===== src/rtl/freq_meter.sv =====
// Input-capture frequency meter: measures period, high time and rising-edge count of an async square wave.
// Optional high-time measurement is built when FREQ_METER_DUTY_EN is defined.
module freq_meter #(
    parameter int unsigned SYNC_STAGES     = 2,
    parameter logic [31:0] DEFAULT_TIMEOUT = 32'd50_000_000
) (
    input  logic        clk,
    input  logic        rst,
    input  logic        clk_cpu,
    input  logic [31:2] Addr,
    input  logic [31:0] Din,
    input  logic        WE,
    output logic [31:0] Dout,
    input  logic        sig,
    output logic        irq
);

    localparam int unsigned DW = 32;
    localparam int unsigned AW = 3;

    typedef enum logic [1:0] {IDLE, ARM, MEAS} state_t;

    state_t              state_q, state_d;
    logic [SYNC_STAGES-1:0] sync_q;
    logic                sig_q;
    logic                clk_cpu_q;
    logic [1:0]          ctrl_q;
    logic [DW-1:0]       period_q, edges_q, timeout_q, cnt_q, high_rd;
    logic                valid_q, tmo_q, new_q;

    logic [AW-1:0]       addr;
    logic                wr, ctrl_wr, timeout_wr, status_wr;
    logic                rise, tmo_hit;
    logic [DW-1:0]       cnt_inc;
    logic                rearm, stop, arm_rise, meas_rise, tmo_fire;
    logic                unused_addr;

    assign addr        = Addr[4:2];
    assign unused_addr = &{1'b0, Addr[31:5]};

    // One commit per slow-clock rising edge seen in the clk domain
    assign wr         = WE & clk_cpu & ~clk_cpu_q;
    assign ctrl_wr    = wr && (addr == AW'(0));
    assign timeout_wr = wr && (addr == AW'(4));
    assign status_wr  = wr && (addr == AW'(5));

    assign rise    = sync_q[SYNC_STAGES-1] & ~sig_q;
    assign cnt_inc = (cnt_q == '1) ? cnt_q : cnt_q + DW'(1);
    assign tmo_hit = (timeout_q != '0) &&
                     (({1'b0, cnt_q} + 33'd1) == {1'b0, timeout_q});

    // Input synchronizer and edge register
    always_ff @(posedge clk) begin
        if (rst) begin
            sync_q    <= '0;
            sig_q     <= 1'b0;
            clk_cpu_q <= 1'b0;
        end else begin
            sync_q    <= {sync_q[SYNC_STAGES-2:0], sig};
            sig_q     <= sync_q[SYNC_STAGES-1];
            clk_cpu_q <= clk_cpu;
        end
    end

    always_ff @(posedge clk) begin
        if (rst) state_q <= IDLE;
        else     state_q <= state_d;
    end

    // CTRL writes take priority over rise and timeout events
    always_comb begin
        state_d   = state_q;
        rearm     = 1'b0;
        stop      = 1'b0;
        arm_rise  = 1'b0;
        meas_rise = 1'b0;
        tmo_fire  = 1'b0;
        if (ctrl_wr) begin
            if (Din[0]) begin
                rearm   = 1'b1;
                state_d = ARM;
            end else begin
                stop    = 1'b1;
                state_d = IDLE;
            end
        end else begin
            case (state_q)
                ARM: begin
                    if (rise) begin
                        arm_rise = 1'b1;
                        state_d  = MEAS;
                    end else if (tmo_hit) begin
                        tmo_fire = 1'b1;
                    end
                end
                MEAS: begin
                    if (rise) begin
                        meas_rise = 1'b1;
                    end else if (tmo_hit) begin
                        tmo_fire = 1'b1;
                        state_d  = ARM;
                    end
                end
                default: ;
            endcase
        end
    end

    always_ff @(posedge clk) begin
        if (rst) begin
            ctrl_q    <= '0;
            timeout_q <= DEFAULT_TIMEOUT;
            period_q  <= '0;
            edges_q   <= '0;
            cnt_q     <= '0;
            valid_q   <= 1'b0;
            tmo_q     <= 1'b0;
            new_q     <= 1'b0;
        end else begin
            if (ctrl_wr)    ctrl_q    <= Din[1:0];
            if (timeout_wr) timeout_q <= Din;

            if (rearm || arm_rise || meas_rise || tmo_fire) cnt_q <= '0;
            else if (state_q != IDLE && !stop)              cnt_q <= cnt_inc;

            if (rearm)                      edges_q <= '0;
            else if (arm_rise || meas_rise) edges_q <= edges_q + DW'(1);

            if (meas_rise) period_q <= cnt_inc;

            if (rearm || tmo_fire) valid_q <= 1'b0;
            else if (meas_rise)    valid_q <= 1'b1;

            // Hardware set beats a same-cycle W1C
            if (rearm)                       new_q <= 1'b0;
            else if (meas_rise)              new_q <= 1'b1;
            else if (status_wr && Din[2])    new_q <= 1'b0;

            if (rearm)                       tmo_q <= 1'b0;
            else if (tmo_fire)               tmo_q <= 1'b1;
            else if (status_wr && Din[1])    tmo_q <= 1'b0;
        end
    end

`ifdef FREQ_METER_DUTY_EN
    logic          fall;
    logic          fall_seen_q;
    logic [DW-1:0] hi_lat_q, high_q;

    assign fall = ~sync_q[SYNC_STAGES-1] & sig_q;

    // A period with no observed fall reports HIGH equal to PERIOD
    always_ff @(posedge clk) begin
        if (rst) begin
            fall_seen_q <= 1'b0;
            hi_lat_q    <= '0;
            high_q      <= '0;
        end else begin
            if (rearm || arm_rise || meas_rise)  fall_seen_q <= 1'b0;
            else if (fall && state_q != IDLE)    fall_seen_q <= 1'b1;
            if (fall && state_q != IDLE) hi_lat_q <= cnt_inc;
            if (meas_rise) high_q <= fall_seen_q ? hi_lat_q : cnt_inc;
        end
    end

    assign high_rd = high_q;
`else
    assign high_rd = '0;
`endif

    always_comb begin
        Dout = '0;
        case (addr)
            AW'(0): Dout = {30'b0, ctrl_q};
            AW'(1): Dout = period_q;
            AW'(2): Dout = high_rd;
            AW'(3): Dout = edges_q;
            AW'(4): Dout = timeout_q;
            AW'(5): Dout = {29'b0, new_q, tmo_q, valid_q};
            default: Dout = '0;
        endcase
    end

    assign irq = ctrl_q[1] & new_q;

endmodule


===== config.mk =====
export PLATFORM = sky130hd
export DESIGN_NAME = freq_meter
export DESIGN_NICKNAME = d
export VERILOG_FILES = /design/src/rtl/freq_meter.sv
export SDC_FILE = /design/constraint.sdc
export NUM_CORES = 1
export LEC_CHECK = 0
export CELL_PAD_IN_SITES_DETAIL_PLACEMENT = 1
export CELL_PAD_IN_SITES_GLOBAL_PLACEMENT = 1
export CORE_ASPECT_RATIO = 1.4
export CORE_MARGIN = 1
export CORE_UTILIZATION = 42
export DETAILED_ROUTE_END_ITERATION = 10
export PLACE_DENSITY = 0.8
export SYNTH_ARGS = -nofsm -noshare
export SYNTH_HDL_FRONTEND = slang
export SYNTH_SLANG_ARGS = --single-unit
export TNS_END_PERCENT = 30

===== constraint.sdc =====
create_clock -name clk -period 3.8 [get_ports clk]
set_clock_uncertainty 0.15 [all_clocks]
set_input_delay 0.38 -clock clk [delete_from_list [all_inputs] [get_ports clk]]
set_output_delay 0.38 -clock clk [all_outputs]
set_load 0.01 [all_outputs]

==> results by group, run 1 <==
Clock tree
  – H-tree levels: 4
  – Post-CTS Setup Bufs: 0
  – CTS max path bufs: 2
  – Cell chosen for the clock root: clkbuf_16
  – CTS clk-pin slew, worst paths: 70 ps
  – Clock Latency Late Sink: 430 ps
  – CTS tree: yes
  – Clock buffer count from CTS: 17
  – Num Clock Sinks: 139

Worst setup path
  – CP arrival: 3780 ps
  – Worst Path Max Fanout: 9
  – Reg-to-reg endpoint: cnt_q[25]
  – CP Launch Type: flip-flop
  – Worst r2r src: cnt_q[3]
  – R2R cell count: 11
  – CP startpoint: cnt_q[3]
  – Worst setup path class: reg -> reg
  – Worst setup endpoint: cnt_q[25]
  – Critical Path End Type: flip-flop
  – R2R setup slack: 190 ps
  – CP required: 3980 ps

STA
  – Setup ws final: 191.4 ps
  – Tcrit/Tclk final: 0.9496
  – Fin crit period: 3609 ps
  – Final Hold Viols: 0
  – RSZ-0062 raised after global routing: false
  – Pins Over Slew Limit: 0
  – Final setup fails: 0
  – Worst-Margin Slew: 872.3 ps
  – Slew headroom: 0.4163
  – F_max: 0.2771 GHz
  – Fin Setup TNS: 0 ps

Placed design
  – Port buffer count: 72
  – DPL Wire Length: 26.05 mm
  – GPL Wtd Cong: 0.9686
  – Pre-CTS setup slack: 114.9 ps

Global route
  – Initial antenna violation count: 1
  – Vias in the first global route: 9,099
  – Largest net degree at the start of global routing: 44
  – Gr ovfl total: 0
  – Total track usage: 0.3380
  – First-pass GRT wire length: 52.68 mm

Synthesis
  – Avg Inst Size Synth: 7.580 um2
  – #FFs+latches synth: 139
  – Number of synthesized flops with an enable pin: 0
  – Unique cell type count in the Yosys netlist: 77
  – Post-synthesis instance total: 1,135
  – Async SR Flop Fraction: 0
  – Ys Warns: 0
  – Synth Cell Area: 8603 um2
  – Seq/Total Area, Yosys: 0.3234
  – Synth Flop Type: dfxtp_1
  – Syn_nets: 1,207

Routing
  – Post-DR wirelength/cell: 23.50 um
  – Drc violations: 0
  – Vias per inst: 6.214
  – Via count: 9,185
  – Drt first pass iters: 5
  – Initial drt markers: 696
  – Drt total wl: 34.73 mm
  – Post-DRT Antenna Nets: 0

Pwr
  – Lkg Pwr: 3.702 nW
  – Maximum vdd drop: 0.3026 mV
  – Pwr dens: 319.0 nW/um2

Die
  – Initial Utilization: 0.4302
  – Die W: 123.0 um
  – Die height: 171.3 um
  – Row cnt: 61
  – Core ar.: 20,000 um2
  – Die ar.: 21,070 um2
  – IO Pins: 100

Layout
  – Final nets: 1,285
  – Layout cells sized above 1: 0.1175
  – Diodes inserted: 0
  – Leading cell type in the layout, fill and taps excluded: nand2_1
  – Final Util: 0.5213
  – Most frequent cells in the layout: nand2_1, dfxtp_1, nor2_1
  – Synth-to-Final Area Change: 21.16%

Hold path
  – Class of the worst hold path: reg -> reg

Status
  – Status: complete, no violations

Flow run
  – Maxcap violations: 0
-- Yosys cell counts, drive strengths merged (4+ instances only) --
library cell / count / share of area
clkbuf: 68 / 0.030
o31a: 4 / 0.0041
nand2: 163 / 0.071
inv: 16 / 0.0070
xor2: 30 / 0.031
o31ai: 7 / 0.0061
mux2i: 38 / 0.044
nor2b: 15 / 0.011
and3: 24 / 0.017
o211ai: 5 / 0.0044
and2: 15 / 0.011
nand3: 52 / 0.032
and4: 9 / 0.0092
ha: 5 / 0.0073
nor4: 29 / 0.025
buf: 25 / 0.018
dfxtp: 139 / 0.32
nor3: 42 / 0.025
a21oi: 68 / 0.040
a31oi: 25 / 0.018
a311oi: 4 / 0.0041
nand4: 33 / 0.027
or3: 12 / 0.0087
xnor2: 44 / 0.045
or4: 5 / 0.0048
mux2: 4 / 0.0057
o21ai: 76 / 0.044
a2111oi: 5 / 0.0058
nor2: 87 / 0.038
o221ai: 5 / 0.0051
nand2b: 11 / 0.0080
a21o: 4 / 0.0035
o22ai: 18 / 0.013
or2: 5 / 0.0036
-- how the worst min path moves through the flow --
| stage | start | endpoint | slack [ps] | cells after the start |
|---|---|---|---|---|
| global route | sync_q[0] | sync_q[1] | 310 | 1 |
| global placement | sync_q[0] | sync_q[1] | 280 | 1 |
| finish | sync_q[0] | sync_q[1] | 290 | 1 |
| floorplan | sync_q[0] | sync_q[1] | 260 | 1 |
| CTS | sync_q[0] | sync_q[1] | 290 | 1 |
| detailed placement | sync_q[0] | sync_q[1] | 280 | 1 |
-- critical path, stage by stage, from the launching register on --
cell and delay [ps]:
dfxtp_1 540, nand4_2 270, nor3_1 380, buf_4 200, buf_4 120, xnor2_1 120, o221ai_1 210, or3_1 430
a2111oi_2 430, nand4_1 220, buf_4 240, and3_1 170
-- cells by family (layout without fill, tap and decap cells) --
group	after synthesis	count (layout)	synth area share
compound gates	247	247	0.1747
xor+xnor	77	77	0.08319
fa+ha+maj	5	5	0.007272
buf+inv	109	200	0.05454
flops	139	139	0.3234
mux	42	42	0.04988
simple gates	516	516	0.3070
-- what timing repair did --
action	CTS	global route
hold buffers	0	0
endpoints found under the setup margin	0	20
resized for setup	0	3
-- registers in the layout, indices dropped and copies added, names as in the netlist --
signal     count
clk_cpu_q      1
cnt_q         32
ctrl_q         2
edges_q       32
new_q          1
period_q      32
sig_q          1
state_q        2
sync_q         2
timeout_q     32
tmo_q          1
valid_q        1
-- layout make-up --
type                    count  area (um2)
well taps                 252       315.3
flip-flops and latches    139        2784
clock buffers              19       452.9
repair buffers            152        1316
clock inverters            13       130.1
multi-input cells         887        5365
fillers                  2473        9573
inverters                  16       60.06
-- power by group --
| part | internal, mW | total, mW | leakage, nW | switching (mW) |
|---|---|---|---|---|
| combinational | 0.0838 | 0.191 | 2.30 | 0.107 |
| sequential | 1.46 | 1.47 | 1.12 | 0.00958 |
| clock | 0.949 | 1.66 | 0.279 | 0.712 |
-- routing by layer --
metal / global-route usage / vias up / wire (um)
li1: - / 4239 / -
met1: 0.4013 / 4493 / 14160
met2: 0.5625 / 330 / 16490
met3: 0.05902 / 121 / 1804
met4: 0.2041 / 2 / 2265
met5: 0 / - / 13
-- metrics by stage --
step	cell area [um2]	std cells	hold slack (ps)	total power, mW
after floorplan	8603	1135	263.8	1.593
after global routing	10420	1478	308.5	3.412
after global placement	9837	1446	275.5	1.691
final	10420	1478	291.0	3.325
after CTS	10420	1478	292.5	3.345
after detailed placement	9837	1446	276.8	1.694
No activity file was read; power rests on OpenSTA's default activity.
==> run 2: changes to the inputs <==
==> config.mk (replaced) <==
export PLATFORM = sky130hd
export DESIGN_NAME = freq_meter
export DESIGN_NICKNAME = d
export VERILOG_FILES = /design/src/rtl/freq_meter.sv
export SDC_FILE = /design/constraint.sdc
export NUM_CORES = 1
export LEC_CHECK = 0
export ABC_AREA = 1
export CELL_PAD_IN_SITES_DETAIL_PLACEMENT = 1
export CELL_PAD_IN_SITES_GLOBAL_PLACEMENT = 1
export CORE_ASPECT_RATIO = 1.4
export CORE_MARGIN = 8
export CORE_UTILIZATION = 39
export DETAILED_ROUTE_END_ITERATION = 10
export PLACE_DENSITY = 0.79
export SYNTH_ARGS = -nofsm -noshare
export SYNTH_HDL_FRONTEND = slang
export SYNTH_SLANG_ARGS = --single-unit
export TNS_END_PERCENT = 10
==> results by group, run 2 <==
Status
  – Status: complete, no violations

Placed design
  – DPL Wire Length: 25.51 mm (-2.1%)
  – GPL Wtd Cong: 0.9508 (-1.8%)
  – Pre-CTS setup slack: 535.8 ps (+420.9 ps)
  – DP Area: 9354 um2 (-4.9%)
  – Port buffer count: 72 (unchanged)
  – Placed insts: 1,650 (+14%)

Clock tree
  – Cell chosen for the clock root: clkbuf_16
  – H-tree levels: 4 (unchanged)
  – Post-CTS Setup Bufs: 0 (unchanged)
  – Clock Latency Late Sink: 430 ps (about the same)
  – CTS max path bufs: 2 (unchanged)
  – Clock buffer count from CTS: 17 (unchanged)
  – Num Clock Sinks: 139 (unchanged)
  – Hold_buf cts: 0 (unchanged)
  – CTS tree: yes
  – CTS clk-pin slew, worst paths: 60 ps (about the same)
  – Post_cts resized: 0 (unchanged)

Synthesis
  – Async SR Flop Fraction: 0 (unchanged)
  – Number of synthesized flops with an enable pin: 0 (unchanged)
  – Syn_nets: 1,410 (+17%)
  – Ys Warns: 0 (unchanged)
  – Top post-synthesis cells by count: nand2_1, inv_1, nor2_1
  – Avg Inst Size Synth: 6.208 um2 (-18%)
  – Count leader, synth: nand2_1
  – Post-synthesis instance total: 1,338 (+18%)
  – Synth top area share: 0.3350 (+0.01155)
  – Unique cell type count in the Yosys netlist: 41 (-47%)
  – Area leader, netlist: dfxtp_1
  – #FFs+latches synth: 139 (unchanged)
  – Synth Cell Area: 8307 um2 (-3.4%)
  – Seq/Total Area, Yosys: 0.3350 (+0.01155)
  – Top area cells in the synthesized netlist: dfxtp_1, nand2_1, inv_1
  – Synth Flop Type: dfxtp_1

Routing
  – Drt first pass iters: 5 (unchanged)
  – Drt total wl: 31.93 mm (-8.1%)
  – Post-DRT Antenna Nets: 0 (unchanged)
  – Drc violations: 0 (unchanged)
  – Via count: 9,106 (-0.86%)
  – Initial drt markers: 552 (-21%)
  – Post-DR wirelength/cell: 18.99 um (-19%)
  – Vias per inst: 5.417 (-13%)

Worst setup path
  – Worst Path Max Fanout: 24 (+15)
  – Critical Path End Type: primary output
  – CP arrival: 2770 ps (-1010 ps)
  – CP required: 3270 ps (-710 ps)
  – R2R cell count: 18 (+7)
  – Worst setup path class: in -> out
  – CP Launch Type: input pin

Layout
  – Final nets: 1,481 (+15%)
  – Final Instance Area: 9849 um2 (-5.5%)
  – Multi-input gate area: 4629 um2 (-14%)
  – Synth-to-Final Area Change: 18.57%
  – Most frequent cells in the layout: nand2_1, inv_1, nor2_1
  – Layout Cells excl Fill: 1,681 (+14%)
  – Layout cells sized above 1: 0.07811 (-0.03934)
  – FF/Latch Area: 2783 um2 (about the same)
  – Diodes inserted: 0 (unchanged)
  – Filler cells: 2,852 (+15%)
  – Leading cell type in the layout, fill and taps excluded: nand2_1

Die
  – Die height: 188.7 um (+10%)
  – Row cnt: 63 (+3.3%)
  – Initial Utilization: 0.3947 (-0.03555)
  – Core ar.: 21,050 um2 (+5.2%)
  – IO Pins: 100 (unchanged)
  – Die W: 139.3 um (+13%)
  – Die ar.: 26,290 um2 (+25%)

Global route
  – Total track usage: 0.2463 (-0.09169)
  – Initial antenna violation count: 0 (-1)
  – Largest net degree at the start of global routing: 37 (-16%)
  – First-pass GRT wire length: 50.43 mm (-4.3%)
  – Vias in the first global route: 9,446 (+3.8%)
  – Gr ovfl total: 0 (unchanged)

STA
  – Final Hold Viols: 0 (unchanged)
  – Final setup fails: 0 (unchanged)
  – Fin Setup TNS: 0 ps (unchanged)
  – Setup ws final: 497.8 ps (+306.4 ps)
  – Pins Over Slew Limit: 0 (unchanged)
  – RSZ-0062 raised after global routing: false
  – F_max: 0.3028 GHz (+9.3%)
  – Worst-Margin Slew: 901.0 ps (+28.66 ps)
  – Fin crit period: 3302 ps (-306.4 ps)
  – Slew headroom: 0.3987 (-0.01762)
  – Tcrit/Tclk final: 0.8690 (-0.08064)

Flow run
  – Maxcap violations: 0 (unchanged)

Pwr
  – Maximum vdd drop: 0.3399 mV (+12%)
  – Lkg Pwr: 4.210 nW (+14%)
  – Pwr dens: 543.9 nW/um2 (+71%)

Hold path
  – Hold Path Stages: 2 (+1)
  – Class of the worst hold path: reg -> reg
## run 2: cell count changes after synthesis, sizes merged, moves of 31 or more
cell	previous run	this run
inv	16	187
o21ai	76	107
nand2	163	367
xnor2	44	1
mux2i	38	0
nor2	87	212
clkbuf	68	33
nand3	52	108
## run 2: critical path: stages
cell             delay [ps]
clkdlybuf4s50_1         450
inv_1                   110
nand2_1                  50
nor2_1                  210
inv_1                   450
buf_4                   330
o221ai_1                210
clkdlybuf4s50_1         590
## run 2: cells by family after synthesis
logic type	count (synthesis)	share of synthesized area
buf+inv	231	0.1080
compound gates	230	0.1609
flops	139	0.3350
xor+xnor	5	0.006177
simple gates	728	0.3824
fa+ha+maj	5	0.007531
## run 2: cell type report
type / instances / area share
inverters: 190 / 0.07241
clock buffers: 22 / 0.04510
repair buffers: 93 / 0.09172
multi-input cells: 968 / 0.4700
flip-flops and latches: 139 / 0.2825
clock inverters: 9 / 0.005208
well taps: 260 / 0.03303
## run 2: per-stage QoR
step | hold WS [ps] | total power, mW | util
floorplan | 238.3 | 3.240 | -
global placement | 243.3 | 3.810 | 0.4444
detailed placement | 263.8 | 3.882 | 0.4444
CTS | 268.9 | 5.369 | 0.4680
global route | 291.5 | 5.744 | 0.4680
finish | 270.2 | 5.357 | 0.4680
## run 2: final timing paths
path	from	to	slack, ps
min reg2reg	sync_q[0]	sync_q[1]	270
max reg2reg	cnt_q[0]	cnt_q[18]	560
min	sync_q[0]	sync_q[1]	270
max	Addr[3]	Dout[4]	500
## run 2: power by group
group | total, mW | internal, mW | switching [mW]
clock | 1.46 | 0.820 | 0.644
sequential | 1.92 | 1.66 | 0.252
combinational | 1.98 | 0.663 | 1.31
## run 2: layer usage
layer  vias to the layer above  part of all wire  global-route usage
met5                         -                 0                   0
met4                         0             0.044              0.1313
met3                        67             0.026             0.03064
met2                       165              0.50              0.4369
met1                      4415              0.43              0.2831
li1                       4459                 -                   -
==> run 3: changes to the inputs <==
--- a/config.mk
+++ b/config.mk
@@ -16,4 +16,3 @@
 export SYNTH_ARGS = -nofsm -noshare
 export SYNTH_HDL_FRONTEND = slang
 export SYNTH_SLANG_ARGS = --single-unit
-export TNS_END_PERCENT = 10
==> results of run 3 <==
The final DEF is identical to that of run 2; final timing and power are the same.
